File: src/rtl/cpu_types_pkg.sv
// ---------------------------------------------------------------------------
// cpu_types_pkg
// Shared CPU datapath types. Holds the word type and the state encoding of
// the memory-stage request controller (mem_req_ctrl).
// ---------------------------------------------------------------------------
package cpu_types_pkg;

  localparam int CPU_WORD_W = 32;

  typedef logic [CPU_WORD_W-1:0] word_t;

  // IDLE: accept EX/MEM contents; REQ: dcache access outstanding;
  // DONE: one-cycle writeback slot; HALT: terminal until reset.
  typedef enum logic [1:0] {
    IDLE = 2'd0,
    REQ  = 2'd1,
    DONE = 2'd2,
    HALT = 2'd3
  } memreq_state_t;

endpackage

File: src/rtl/mem_perf_cnt.sv
// ---------------------------------------------------------------------------
// mem_perf_cnt
// Two free-running performance counters for the memory-stage controller.
// Only compiled when MEM_PERF_EN is defined.
// Ports:
//   clk, rst          clock, asynchronous active-high reset
//   req_start_i       a request is being issued this cycle (IDLE->REQ)
//   req_cycle_i       controller is in REQ this cycle
//   perf_req_o        number of requests issued (wraps at 2^PERF_W)
//   perf_stall_o      number of cycles spent in REQ (wraps at 2^PERF_W)
// ---------------------------------------------------------------------------
`ifdef MEM_PERF_EN
module mem_perf_cnt #(
  parameter int PERF_W = 32
) (
  input  logic              clk,
  input  logic              rst,
  input  logic              req_start_i,
  input  logic              req_cycle_i,
  output logic [PERF_W-1:0] perf_req_o,
  output logic [PERF_W-1:0] perf_stall_o
);

  logic [PERF_W-1:0] req_cnt_q, req_cnt_d;
  logic [PERF_W-1:0] stall_cnt_q, stall_cnt_d;

  // Next counter values; plain binary add wraps naturally.
  always_comb begin
    req_cnt_d   = req_cnt_q;
    stall_cnt_d = stall_cnt_q;
    if (req_start_i) begin
      req_cnt_d = req_cnt_q + PERF_W'(1);
    end else begin
      req_cnt_d = req_cnt_q;
    end
    if (req_cycle_i) begin
      stall_cnt_d = stall_cnt_q + PERF_W'(1);
    end else begin
      stall_cnt_d = stall_cnt_q;
    end
  end

  // Counter registers.
  always_ff @(posedge clk or posedge rst) begin
    if (rst) begin
      req_cnt_q   <= '0;
      stall_cnt_q <= '0;
    end else begin
      req_cnt_q   <= req_cnt_d;
      stall_cnt_q <= stall_cnt_d;
    end
  end

  assign perf_req_o   = req_cnt_q;
  assign perf_stall_o = stall_cnt_q;

endmodule
`endif

File: src/rtl/mem_req_ctrl_chk.sv
// ---------------------------------------------------------------------------
// mem_req_ctrl_chk
// Simulation checks on the memory ops accepted by mem_req_ctrl.
// Ports:
//   clk, rst        clock, asynchronous active-high reset
//   capture_i       controller is accepting a mem op this cycle
//   dren_i, dwen_i  load / store flags of that op
//   addr_lo_i       low two bits of the effective address
// ---------------------------------------------------------------------------
module mem_req_ctrl_chk (
  input logic       clk,
  input logic       rst,
  input logic       capture_i,
  input logic       dren_i,
  input logic       dwen_i,
  input logic [1:0] addr_lo_i
);

  // Load and store together is illegal (the controller lets the store win).
  a_rw_exclusive: assert property (@(posedge clk) disable iff (rst)
    capture_i |-> !(dren_i && dwen_i));

  // Word accesses only; the address itself is passed through untouched.
  a_word_aligned: assert property (@(posedge clk) disable iff (rst)
    capture_i |-> (addr_lo_i == 2'b00));

endmodule

File: src/rtl/mem_req_ctrl.sv
// ---------------------------------------------------------------------------
// mem_req_ctrl
// Memory-stage request controller. Issues a data-cache request from the
// EX/MEM latch contents, holds it until dhit, and produces the MEM/WB latch
// inputs. Upstream latches are stalled while an access is outstanding.
// Optional feature macro: MEM_PERF_EN adds the PERF_W parameter and the
// perf_req_o / perf_stall_o counter outputs (sub-module mem_perf_cnt).
// Ports:
//   CLK, RST              clock, asynchronous active-high reset
//   dren_i, dwen_i        EX/MEM load / store flags
//   daddr_i, dstore_i     EX/MEM effective address / store data
//   halt_i, flush_i       EX/MEM halt, squash of the mem-stage instruction
//   dhit, dmemload        dcache completion and load data
//   dmemREN, dmemWEN      dcache read / write request
//   dmemaddr, dmemstore   dcache address / store data
//   dload_o               load data to MEM/WB
//   memory_en             MEM/WB latch enable
//   flush_o, halt_o       MEM/WB bubble insert / halt
//   stall_o               hold IF/ID, ID/EX, EX/MEM
// ---------------------------------------------------------------------------
module mem_req_ctrl
  import cpu_types_pkg::*;
#(
  parameter int WORD_W = CPU_WORD_W
`ifdef MEM_PERF_EN
  , parameter int PERF_W = 32
`endif
) (
  input  logic              CLK,
  input  logic              RST,
  input  logic              dren_i,
  input  logic              dwen_i,
  input  logic [WORD_W-1:0] daddr_i,
  input  logic [WORD_W-1:0] dstore_i,
  input  logic              halt_i,
  input  logic              flush_i,
  input  logic              dhit,
  input  logic [WORD_W-1:0] dmemload,
  output logic              dmemREN,
  output logic              dmemWEN,
  output logic [WORD_W-1:0] dmemaddr,
  output logic [WORD_W-1:0] dmemstore,
  output logic [WORD_W-1:0] dload_o,
  output logic              memory_en,
  output logic              flush_o,
  output logic              halt_o,
  output logic              stall_o
`ifdef MEM_PERF_EN
  , output logic [PERF_W-1:0] perf_req_o
  , output logic [PERF_W-1:0] perf_stall_o
`endif
);

  memreq_state_t     state_q, state_d;
  logic              is_store_q, is_store_d;
  logic [WORD_W-1:0] addr_q, addr_d;
  logic [WORD_W-1:0] wdata_q, wdata_d;
  logic              squash_q, squash_d;
  logic [WORD_W-1:0] dload_q, dload_d;

  logic mem_op;
  logic capture;

  assign mem_op  = dren_i | dwen_i;
  // A mem op is only taken when it is neither squashed nor a halt.
  assign capture = (state_q == IDLE) & mem_op & ~flush_i & ~halt_i;

  // State and capture registers.
  always_ff @(posedge CLK or posedge RST) begin
    if (RST) begin
      state_q    <= IDLE;
      is_store_q <= 1'b0;
      addr_q     <= '0;
      wdata_q    <= '0;
      squash_q   <= 1'b0;
      dload_q    <= '0;
    end else begin
      state_q    <= state_d;
      is_store_q <= is_store_d;
      addr_q     <= addr_d;
      wdata_q    <= wdata_d;
      squash_q   <= squash_d;
      dload_q    <= dload_d;
    end
  end

  // Next-state logic.
  always_comb begin
    state_d = state_q;
    case (state_q)
      IDLE: begin
        if (flush_i) begin
          state_d = IDLE;
        end else if (halt_i) begin
          state_d = HALT;
        end else if (mem_op) begin
          state_d = REQ;
        end else begin
          state_d = IDLE;
        end
      end
      REQ: begin
        if (dhit) begin
          state_d = DONE;
        end else begin
          state_d = REQ;
        end
      end
      DONE:    state_d = IDLE;
      HALT:    state_d = HALT;
      default: state_d = IDLE;
    endcase
  end

  // Capture of the request, sticky squash and load-data latch.
  always_comb begin
    is_store_d = is_store_q;
    addr_d     = addr_q;
    wdata_d    = wdata_q;
    squash_d   = squash_q;
    dload_d    = dload_q;
    if (capture) begin
      // dwen_i decides the type, so a store wins over a simultaneous load.
      is_store_d = dwen_i;
      addr_d     = daddr_i;
      wdata_d    = dstore_i;
    end else begin
      is_store_d = is_store_q;
      addr_d     = addr_q;
      wdata_d    = wdata_q;
    end
    case (state_q)
      // The access is never abandoned; a flush only marks it for a bubble.
      REQ:     squash_d = squash_q | flush_i;
      DONE:    squash_d = 1'b0;
      default: squash_d = squash_q;
    endcase
    if ((state_q == REQ) && dhit && !is_store_q) begin
      dload_d = dmemload;
    end else begin
      dload_d = dload_q;
    end
  end

  // Output logic: Moore except in IDLE, where the pipeline sees the
  // decision on the current EX/MEM contents in the same cycle.
  always_comb begin
    dmemREN   = 1'b0;
    dmemWEN   = 1'b0;
    dmemaddr  = '0;
    dmemstore = '0;
    memory_en = 1'b0;
    flush_o   = 1'b0;
    halt_o    = 1'b0;
    stall_o   = 1'b0;
    case (state_q)
      IDLE: begin
        if (flush_i) begin
          memory_en = 1'b1;
          flush_o   = 1'b1;
        end else if (halt_i) begin
          memory_en = 1'b1;
          halt_o    = 1'b1;
        end else if (mem_op) begin
          stall_o   = 1'b1;
        end else begin
          memory_en = 1'b1;
        end
      end
      REQ: begin
        dmemREN   = ~is_store_q;
        dmemWEN   = is_store_q;
        dmemaddr  = addr_q;
        dmemstore = wdata_q;
        stall_o   = 1'b1;
      end
      DONE: begin
        memory_en = 1'b1;
        flush_o   = squash_q;
      end
      HALT: begin
        stall_o   = 1'b1;
        halt_o    = 1'b1;
      end
      default: begin
        memory_en = 1'b0;
      end
    endcase
  end

  assign dload_o = dload_q;

  mem_req_ctrl_chk u_chk (
    .clk       (CLK),
    .rst       (RST),
    .capture_i (capture),
    .dren_i    (dren_i),
    .dwen_i    (dwen_i),
    .addr_lo_i (daddr_i[1:0])
  );

`ifdef MEM_PERF_EN
  mem_perf_cnt #(
    .PERF_W (PERF_W)
  ) u_perf (
    .clk          (CLK),
    .rst          (RST),
    .req_start_i  (capture),
    .req_cycle_i  (state_q == REQ),
    .perf_req_o   (perf_req_o),
    .perf_stall_o (perf_stall_o)
  );
`endif

endmodule

File: config.mk
export PLATFORM = sky130hd
export DESIGN_NAME = mem_req_ctrl
export DESIGN_NICKNAME = d
export VERILOG_FILES = /design/src/rtl/cpu_types_pkg.sv /design/src/rtl/mem_perf_cnt.sv /design/src/rtl/mem_req_ctrl_chk.sv /design/src/rtl/mem_req_ctrl.sv
export SDC_FILE = /design/constraint.sdc
export NUM_CORES = 1
export LEC_CHECK = 0
export BUFFER_PORTS_ARGS = -buffer_cell sky130_fd_sc_hd__buf_2
export CAP_MARGIN = 30
export CORE_MARGIN = 10
export CORE_UTILIZATION = 40
export DETAILED_ROUTE_END_ITERATION = 16
export PLACE_DENSITY = 0.74
export RECOVER_POWER = 25
export SKIP_CTS_REPAIR_TIMING = 1
export SYNTH_ARGS = -nofsm -noshare
export SYNTH_HDL_FRONTEND = slang
export SYNTH_SLANG_ARGS = --single-unit
export TNS_END_PERCENT = 5
File: constraint.sdc
create_clock -name CLK -period 4 [get_ports CLK]
set_input_delay 0.2 -clock CLK [delete_from_list [all_inputs] [get_ports CLK]]
set_output_delay 0.2 -clock CLK [all_outputs]
set_load 0.01 [all_outputs]
# ---- Yosys cells after proc, flatten, opt, wreduce, memory -nomap -nowiden
# Index checks and enable logic that the tools add are counted.
dict set report totals {
  reg_bits 100
  latchBits 0
  mem_bits_rw 0
  romBits 0
  inputBits 103
  output_inout_bits 102
  word_cells 46
  n_memories 0
}
dict set report classes {
  add_sub_neg 0
  multipliers 0
  div 0
  order_cmp 0
  eq_ne 3
  shifts 0
  mux 23
  bitwise_logic 8
  reduce_logical 6
}
# cell count
set ops {}
lappend ops {{32-bit 2-to-1 mux} 2}
lappend ops {{1-bit 2-to-1 mux} 12}
lappend ops {{1-bit one-hot mux with 2 select lines} 5}
lappend ops {{2-bit one-hot mux with 4 select lines} 1}
lappend ops {{2-bit 2-to-1 mux} 3}
lappend ops {{2-bit equality test (second input constant)} 2}
lappend ops {{1-bit bitwise AND} 3}
lappend ops {{1-bit NOT} 3}
lappend ops {{2-bit by 1-bit equality test with 1-bit output (second input constant)} 1}
lappend ops {{1-bit logical AND} 2}
lappend ops {{2-bit zero test} 1}
lappend ops {{1-bit OR} 2}
lappend ops {{2-bit nonzero test} 1}
lappend ops {{2-bit OR reduction} 1}
lappend ops {{1-bit zero test} 1}

# ---- Longest topological paths before layout
# Gate-level depths: netlist (run 1).
dict set report logic_depth {
  word_depth 5
  depth_mapped 6
  depth_no_buf 5
}

# ---- Least setup slack after synthesis (run 1)
# OpenSTA, ideal clock, no wires.
dict set report synth_timing {
  path_type {reg2reg}
  startpoint {register state_q[0]}
  endpoint {register dload_q[2], in the netlist dload_o[2]}
  setup_time_ps 125
  arrival_time_ps 1489
  required_time_ps 3875
  path_slack_ps 2386
  path_stages_with_launch 6
  synth_period_minus_slack_ps 1614
  path_cell_list {dfrtp_1 ha_1 and2b_1 nand2_2 buf_2 mux2_2}
}
dict set report synth_between {
  elab_chain_len 3
}
# element line_no
set synth_rtl {}
lappend synth_rtl {{start, declared} mem_req_ctrl.sv:54} ;# memreq_state_t state_q, state_d;
lappend synth_rtl {{start signal, assigned} mem_req_ctrl.sv:78} ;# state_q <= state_d;
lappend synth_rtl {{2-bit by 1-bit equality test with 1-bit output} mem_req_ctrl.sv:138} ;# if ((state_q == REQ) && dhit && !is_store_q) begin
lappend synth_rtl {{1-bit logical AND (2 in series)} mem_req_ctrl.sv:138}
lappend synth_rtl {{end signal, assigned} mem_req_ctrl.sv:83} ;# dload_q <= dload_d;
lappend synth_rtl {{end, declared} mem_req_ctrl.sv:59} ;# logic [WORD_W-1:0] dload_q, dload_d;
# Every way passes these cells.
# A chain may end at the register's enable or synchronous reset.

# ---- Worst setup path after layout (run 1)
dict set report layout_timing {
  startpoint {register state_q[0]}
  endpoint {output stall_o}
}
dict set report layout_between {
  elab_chain_len 3
  elab_cells_between_ends 5
  classes_between {2 x eq/ne; 1 x mux; 2 x reduce/logical}
}
# element line_no
set layout_rtl {}
lappend layout_rtl {{2-bit by 1-bit equality test with 1-bit output / 2-bit equality test (equally long branches)} mem_req_ctrl.sv:156} ;# case (state_q)
lappend layout_rtl {{2-bit OR reduction (no source line)} n/a}
lappend layout_rtl {{1-bit one-hot mux with 2 select lines *} mem_req_ctrl.sv:156}
lappend layout_rtl {{end, declared} mem_req_ctrl.sv:47} ;# output logic stall_o
# Every way passes the cells marked *; elsewhere a longest branch is shown, timed or not.

==> flow_summary.toml, run 1 <==
[status]
outcome = "finished, violations left"
violations = "max-capacitance violations, max-slew violations"

[setup_path]
worstSetupEndpointType = "output port"
critPathMaxFanout = 24
worst_setup_path_start_kind = "flip-flop"
worstSetupPathType = "flip-flop to output port"
cp_data_required_time_ns = 3.80
arrival_ns = 2.28

[clock_tree]
clk_latency_ns = 0.38
cts_buffers = 9
clk_pin_slew_ns = 0.11
max-clock-path-buffers = 2
clock_tree.root_cell = "clkbuf_8"
cts_tree = "yes"
cts_max_level = 3
clock_sinks = 100

[power]
clkPwrFrac = 0.139
sw_frac_of_total = 0.351
p_leak_nw = 3.06
pwr-share-seq = 0.405
switching_power_mw = 1.53
power.density_nw_per_um2 = 756
finalPower_mw = 4.36
ir_drop_mv = 0.307
p_int_mw = 2.83
combPwrFrac = 0.456

[floorplanning]
core_area_um2 = 10800
die_w_um = 125
io_pins = 205
fp.dieArea_um2 = 15700
initial_core_util = 0.410
die_h_um = 125
rows = 38

[run]
cap_violations = 1

[sta]
period_needed_ns = 2.48
worst_pin_slew_ns = 2.72
hold_viol = 0
grt_setup_unrepaired = "no"
finalCritPeriodShare = 0.620
final_max_slew_viol_count = 64
whs_ns = 0.0240
finalSetupViolCount = 0
relSlewSlack = -0.822
fmax_mhz = 403
fin_skew_ns = 0.0161
setup-tns-final_ns = 0

[detailed_routing]
wirelength_mm = 11.7
via_count = 3071
drtIter0Drc = 128
routedWlPerCell_um = 17.7
drc = 0
drt_pass1_iterations = 5
ant_nets = 0
vias_per_cell = 4.67

[grt]
overflow = 0
grtUsageTotal = 0.145
grt_pass1_vias = 3446
antenna_found_initial = 5
grt_max_degree = 70
grt_pass1_wl_mm = 18.6

[synthesis]
synth-seq-cells = 100
synth_cell_types = 23
synth_cells = 306
synth_top_area_share = 0.564
syn_area_per_cell_um2 = 14.5
synth_enable_flop_cells = 0
ys.flop_type = "dfrtp_1"
synthesis.nets = 413
synth_most_common_cell = "dfrtp_1"
synth_common_cells = "100 x dfrtp_1, 65 x and2_1, 51 x mux2_2"
syn_area_um2 = 4440
async_reset_ff_frac = 1.00
yosysSeqAreaShare = 0.564
synth_top_area_cell = "dfrtp_1"
netlist_top_cells_area = "dfrtp_1 56%, mux2_4 13%, mux2_2 13%"
yosysWarnings = 0

[placement]
port_buffers = 204
dp_hpwl_mm = 8.99
routabilityCongestion = 0.753

[worst_hold_path]
hold_path_class = "input pin to flip-flop"

[final_layout]
areaGrowthSynthToFinish_pct = 29.7
fin_util = 0.531
fill_cells = 968
nets = 615
drive_gt1_frac = 0.622
-- cells by family (layout without fill, tap and decap cells) --
logic type	Yosys count	after routing	share of synthesized area
AOI/OAI and AO/OA	12	12	0.0175
muxes	97	97	0.279
other	0	4	0
adders and majority gates	4	4	0.0113
DFF	100	100	0.564
buffers and inverters	21	228	0.0276
and+or+nand+nor	72	72	0.101
-- worst paths after layout --
path | from | to | slack (ns) | depth (start not counted)
worst max-delay path | state_q[0] | stall_o | 1.52 | 6
worst min-delay path | dmemload[1] | dload_o[1] | 0.02 | 2
worst max register to register | state_q[1] | dload_o[5] | 1.57 | 6
worst min register to register | dload_o[29] | dload_o[29] | 0.50 | 1
max in group asynchronous | RST | squash_q | 1.54 | 3
min in group asynchronous | RST | wdata_q[14] | 0.58 | 2
-- final cells by class --
| class | count | area [um^2] | area share |
|---|---|---|---|
| clock inverters | 7 | 57.6 | 0.00999 |
| clock buffers | 9 | 124 | 0.0215 |
| diodes | 4 | 10.0 | 0.00174 |
| multi-input cells | 185 | 1830 | 0.317 |
| repair buffers | 208 | 1050 | 0.182 |
| inverters | 4 | 16.3 | 0.00282 |
| well taps | 140 | 175 | 0.0304 |
| flip-flops and latches | 100 | 2500 | 0.434 |
-- through the flow --
step	cells	cell area, um^2	setup slack, ns
after floorplan	306	4440	1.18
after global placement	637	5570	1.67
after detailed placement	637	5570	1.54
after CTS	653	5750	1.48
after global routing	657	5760	0.979
final	657	5760	1.52
-- power by group through the flow --
| stage | Sequential (mW) | Clock (mW) | Combinational (mW) |
|---|---|---|---|
| after floorplan | 1.80 | 0 | 1.23 |
| after global routing | 1.83 | 0.666 | 2.17 |
| after detailed placement | 1.79 | 0 | 2.03 |
| after CTS | 1.76 | 0.636 | 2.03 |
| after global placement | 1.75 | 0 | 1.98 |
| final | 1.77 | 0.605 | 1.99 |
-- registers in the layout, summed over array words and instances (netlist names) --
register,cells
is_store_q,1
addr_q,32
squash_q,1
state_q,2
wdata_q,32
dload_o,32
-- cells in the final DEF, fill, tap and decap left out, types with 3 or more instances in the layout --
cell        Yosys  routed
ha_1            4       3
mux2_2         51      51
diode_2         0       4
mux2_4         39      39
mux2_1          7       7
clkbuf_8        0       9
inv_1           4       3
clkinvlp_4      0       3
a21oi_1         5       5
buf_4           0       3
buf_2           5     204
inv_6           0       3
dfrtp_1       100     100
and2_1         65      65
o21ai_0         3       3
-- routing by layer --
layer / global-route usage / routed length (um) / part of all wire
met4: 0.0528 / 157 / 0.013
met2: 0.248 / 6010 / 0.52
met3: 0.0625 / 942 / 0.081
met1: 0.158 / 4540 / 0.39
met5: 0 / 7 / 0.00060
-- critical path, stage by stage (launching register included) --
cell and delay, ns:
dfrtp_1 0.40, inv_1 0.08, ha_1 0.30, o211ai_4 0.29
buf_4 0.51, a21oi_1 0.14, buf_2 0.17
Power figures use the tool's default switching activity.
==> run 2: changes to the inputs <==
- ABC_AREA: unset -> 1
- PLACE_DENSITY: 0.74 -> 0.73
- clock period: 4 -> 2.6 ns (I/O delays scaled with it)
==> run 2 against run 1 <==
Against the previous run:
- worst hold slack lost 0.010 ns
- critical path depth unchanged
- first-iteration DRC count increased to 2.5 times the previous value
- via count rose by 50%
- the flow now finishes without violations
- critical endpoint is now halt_o
==> flow_summary.toml, run 2 <==
[grt]
grt_max_degree = 68
overflow = 0
grt_pass1_vias = 4619
antenna_found_initial = 0
grtUsageTotal = 0.170
grt_pass1_wl_mm = 23.4

[placement]
dp_hpwl_mm = 10.5
dp.cells = 918
pre_cts_ws_ns = 0.711
routabilityCongestion = 0.749
dpl_cell_area_um2 = 5820
port_buffers = 204

[sta]
relSlewSlack = 0.221
fin_skew_ns = 0.00575
period_needed_ns = 2.22
hold_viol = 0
setup-tns-final_ns = 0
whs_ns = 0.0138
final_max_slew_viol_count = 0
grt_setup_unrepaired = "no"
worst_pin_slew_ns = 1.17
finalCritPeriodShare = 0.853
fin_ws_ns = 0.383
finalSetupViolCount = 0
fmax_mhz = 451

[worst_hold_path]
hold_path_class = "input pin to flip-flop"

[final_layout]
seq_area_um2 = 2500
layout_common_cells = "263 x nand2_1, 172 x buf_2, 100 x dfrtp_1, 76 x inv_1, 65 x nand4_1"
final_cells = 935
final_common_cell = "nand2_1"
nets = 894
fin_area_um2 = 6090
fin_util = 0.528
areaGrowthSynthToFinish_pct = 27.8
multi_input_comb_area_um2 = 1710
fill_cells = 1136
antenna-diode-count = 0
drive_gt1_frac = 0.264

[setup_path]
cpLargestDelayFamily = "buffers and inverters"
worstSetupPathType = "flip-flop to output port"
worstSetupEndpointType = "output port"
cpPeakStageDelay_ns = 0.43
ff2ff_setup_slack_ns = 0.73
cp_data_required_time_ns = 2.47
crit_buf_inv = 3
crit_chain = "inv_1 > ha_2 > buf_4 > nand3_1 > a21oi_1 > buf_2"
arrival_ns = 2.09
critPathMaxFanout = 46
worst_setup_path_start_kind = "flip-flop"
cp_slowest_cell = "buf_4"

[synthesis]
syn_area_per_cell_um2 = 7.86
synth-simple-area-share = 0.337
netlist_top_cells_area = "dfrtp_1 53%, nand2_1 21%, nand4_1 8.5%"
synthesis.nets = 713
synth_top_area_cell = "dfrtp_1"
synth_cell_types = 19
synth_most_common_cell = "nand2_1"
yosysWarnings = 0
synth_top_family_by_area = "simple AND/OR/NAND/NOR gates"
synthAdderAreaFrac = 0.0105
synth_compound_area_frac = 0.00867
ys.flop_type = "dfrtp_1"
synth-seq-cells = 100
syn_area_um2 = 4760
yosysSeqAreaShare = 0.525
synth-xor-area-share = 0
synth_common_cells = "264 x nand2_1, 100 x dfrtp_1, 77 x inv_1"
synth_top_area_share = 0.525
synth_enable_flop_cells = 0
async_reset_ff_frac = 1.00
muxShareOfSynthArea = 0
synth_cells = 606

[floorplanning]
fp.dieArea_um2 = 16700
core_area_um2 = 11500
io_pins = 205
die_h_um = 129
rows = 39
die_w_um = 129
initial_core_util = 0.414

[clock_tree]
cts_max_level = 3
cts_buffers = 9
clk_latency_ns = 0.34
cts_tree = "yes"
max-clock-path-buffers = 2
clock_sinks = 100
clock_tree.root_cell = "clkbuf_16"
clk_pin_slew_ns = 0.07

[power]
power.density_nw_per_um2 = 1150
ir_drop_mv = 0.475
finalPower_mw = 7.02
p_leak_nw = 3.86

[detailed_routing]
routedWlPerCell_um = 15.8
wirelength_mm = 14.8
ant_nets = 0
drtIter0Drc = 324
vias_per_cell = 4.92
via_count = 4602
drc = 0
drt_pass1_iterations = 4

[run]
cap_violations = 0

[status]
outcome = "completed"
[run 2: final timing paths]
check | from | to | cells past startpoint
min in group asynchronous | RST | dload_o[0] | 3
worst max-delay path | state_q[0] | halt_o | 6
worst max register to register | state_q[1] | dload_o[8] | 7
worst min register to register | dload_o[15] | dload_o[15] | 2
max in group asynchronous | RST | addr_q[10] | 4
worst min-delay path | dmemload[28] | dload_o[28] | 3
[run 2: where the power goes]
| group | internal [mW] | switching, mW |
|---|---|---|
| combinational | 1.01 | 1.90 |
| clock | 0.761 | 0.627 |
| sequential | 2.31 | 0.421 |
[run 2: cell type report]
| type | count | share of cell area |
|---|---|---|
| Sequential cell | 100 | 0.411 |
| Multi-Input combinational cell | 381 | 0.282 |
| Timing Repair Buffer | 217 | 0.179 |
| Inverter | 78 | 0.0483 |
| Clock buffer | 9 | 0.0370 |
| Tap cell | 143 | 0.0294 |
| Clock inverter | 7 | 0.0132 |
[run 2: tightest hold or removal path: stages]
cell and delay (ns):
buf_2 0.08, nand3_1 0.06, nand2_1 0.06
[run 2: kinds of logic after synthesis]
group           count (synthesis)
simple gates                  369
buf+inv                       125
flops                         100
compound gates                  8
fa+ha+maj                       4
[run 2: routing by layer]
metal | wire, um | GRT usage | part of all wire
met3 | 1470 | 0.0518 | 0.10
met5 | 0 | 0 | 0
met1 | 6630 | 0.226 | 0.45
met2 | 6520 | 0.260 | 0.44
met4 | 185 | 0.0495 | 0.012
==> run 3: changes to the inputs <==
- RECOVER_POWER: 25 -> unset
- clock period: 2.6 -> 2.67 ns (I/O delays scaled with it)
==> run 3 against run 2 <==
Against the previous run:
- clock skew fell by 0.00094 ns
- register-to-register slack improved by 0.04 ns
- die area unchanged
- routed wire length shrank 2.0%
- critical path depth unchanged
- sequential share of layout area down 0.12 points
==> flow_summary.toml, run 3 (synthesized netlist as in run 2, its figures left out) <==
[final_layout]
nets = 893
antenna-diode-count = 0
areaGrowthSynthToFinish_pct = 28.1
final_cells = 934
final_common_cell = "nand2_1"
layout_common_cells = "263 x nand2_1, 204 x buf_2, 100 x dfrtp_1, 76 x inv_1, 65 x nand4_1"
drive_gt1_frac = 0.303
fill_cells = 1122

[grt]
grt_max_degree = 68
grtUsageTotal = 0.166
grt_busiest_layer = "met2"
grtUsageMet3 = 0.0510
grt_pass1_wl_mm = 22.9
antenna_found_initial = 0
grt_pass1_vias = 4521
grt_use_met1 = 0.227
overflow = 0
use_met2 = 0.250

[clock_tree]
cts_tree = "yes"
clk_latency_ns = 0.34
clock_sinks = 100
clock_tree.root_cell = "clkbuf_16"
cts_buffers = 9
cts_max_level = 3
max-clock-path-buffers = 2
clk_pin_slew_ns = 0.07

[worst_hold_path]
hold_path_class = "input pin to flip-flop"
hp-start = "dmemload[9]"
min_to = "dload_o[9]"
hold_path_depth = 3

[floorplanning]
die_h_um = 129
die_w_um = 129
io_pins = 205
rows = 39
fp.dieArea_um2 = 16700
core_area_um2 = 11500
initial_core_util = 0.414

[sta]
finalSetupViolCount = 0
fin_ws_ns = 0.474
fin_skew_ns = 0.00481
period_needed_ns = 2.20
final_max_slew_viol_count = 0
hold_viol = 0
relSlewSlack = 0.470
finalCritPeriodShare = 0.822
worst_pin_slew_ns = 0.794
grt_setup_unrepaired = "no"
whs_ns = 0.0201
setup-tns-final_ns = 0
fmax_mhz = 455

[detailed_routing]
drc = 0
ant_nets = 0
via_count = 4577
drtIter0Drc = 209
vias_per_cell = 4.90
drt_pass1_iterations = 5
wirelength_mm = 14.5
routedWlPerCell_um = 15.5

[setup_path]
cp_data_required_time_ns = 2.54
arrival_ns = 2.06
r2r_cells = 7
r2r-start = "state_q[1]"
worst_setup_path_start_kind = "flip-flop"
critPathMaxFanout = 67
ff2ff_setup_slack_ns = 0.77
worstSetupPathType = "flip-flop to output port"
worstSetupEndpointType = "output port"
reg2reg_to = "dload_o[4]"

[placement]
routabilityCongestion = 0.767
port_buffers = 204
dp_hpwl_mm = 10.3
dp.cells = 917
pre_cts_ws_ns = 0.757

[power]
pwr-share-seq = 0.390
switching_power_mw = 2.84
sw_frac_of_total = 0.421
clkPwrFrac = 0.185
p_int_mw = 3.91
combPwrFrac = 0.425
ir_drop_mv = 0.550
power.density_nw_per_um2 = 1110
finalPower_mw = 6.75
p_leak_nw = 3.96

[run]
cap_violations = 0

[status]
outcome = "completed"
==> run 3: cell count changes in the layout (fill, tap and decap cells not counted), sizes merged <==
cell and change:
clkbuf -33, clkinvlp +1, buf +32, bufinv -1
==> run 3: power groups by stage <==
stage | registers (mW) | logic, mW | clock network [mW]
after floorplan | 2.69 | 1.75 | 0
after global placement | 2.64 | 2.87 | 0
after detailed placement | 2.65 | 2.92 | 0
after CTS | 2.63 | 2.93 | 1.28
after global routing | 2.73 | 3.27 | 1.34
final | 2.64 | 2.87 | 1.25
==> run 3: worst max-delay path by stage <==
| stage | from | end |
|---|---|---|
| after global routing | state_q[1] | stall_o |
| after CTS | state_q[1] | stall_o |
| after detailed placement | state_q[1] | dload_o[24] |
| after global placement | state_q[1] | dload_o[8] |
| final | state_q[1] | stall_o |
| after floorplan | state_q[0] | halt_o |
==> run 3: stage by stage <==
stage / util / area (um^2)
floorplan: - / 4770
global placement: 0.504 / 5810
detailed placement: 0.504 / 5810
CTS: 0.529 / 6090
global route: 0.530 / 6100
finish: 0.530 / 6100
==> run 3: layout make-up <==
type                    instances  area (um^2)  area share
flip-flops and latches        100         2500       0.410
multi-input cells             381         1710       0.281
repair buffers                216         1130       0.185
inverters                      78          297      0.0486
clock buffers                   9          225      0.0369
well taps                     143          179      0.0293
clock inverters                 7         60.1     0.00984
==> run 3: worst max-delay path, stage by stage, from the launching register on <==
cell and delay [ns]:
dfrtp_1 0.40, inv_1 0.09, ha_2 0.19, buf_4 0.56
nor2_1 0.12, a21oi_1 0.16, buf_2 0.16
==> run 3: per-layer routing <==
metal / vias to the layer above / part of all wire
li1: 2244 / -
met2: 182 / 0.44
met1: 2138 / 0.46
met5: - / 0
met3: 13 / 0.087
met4: 0 / 0.013
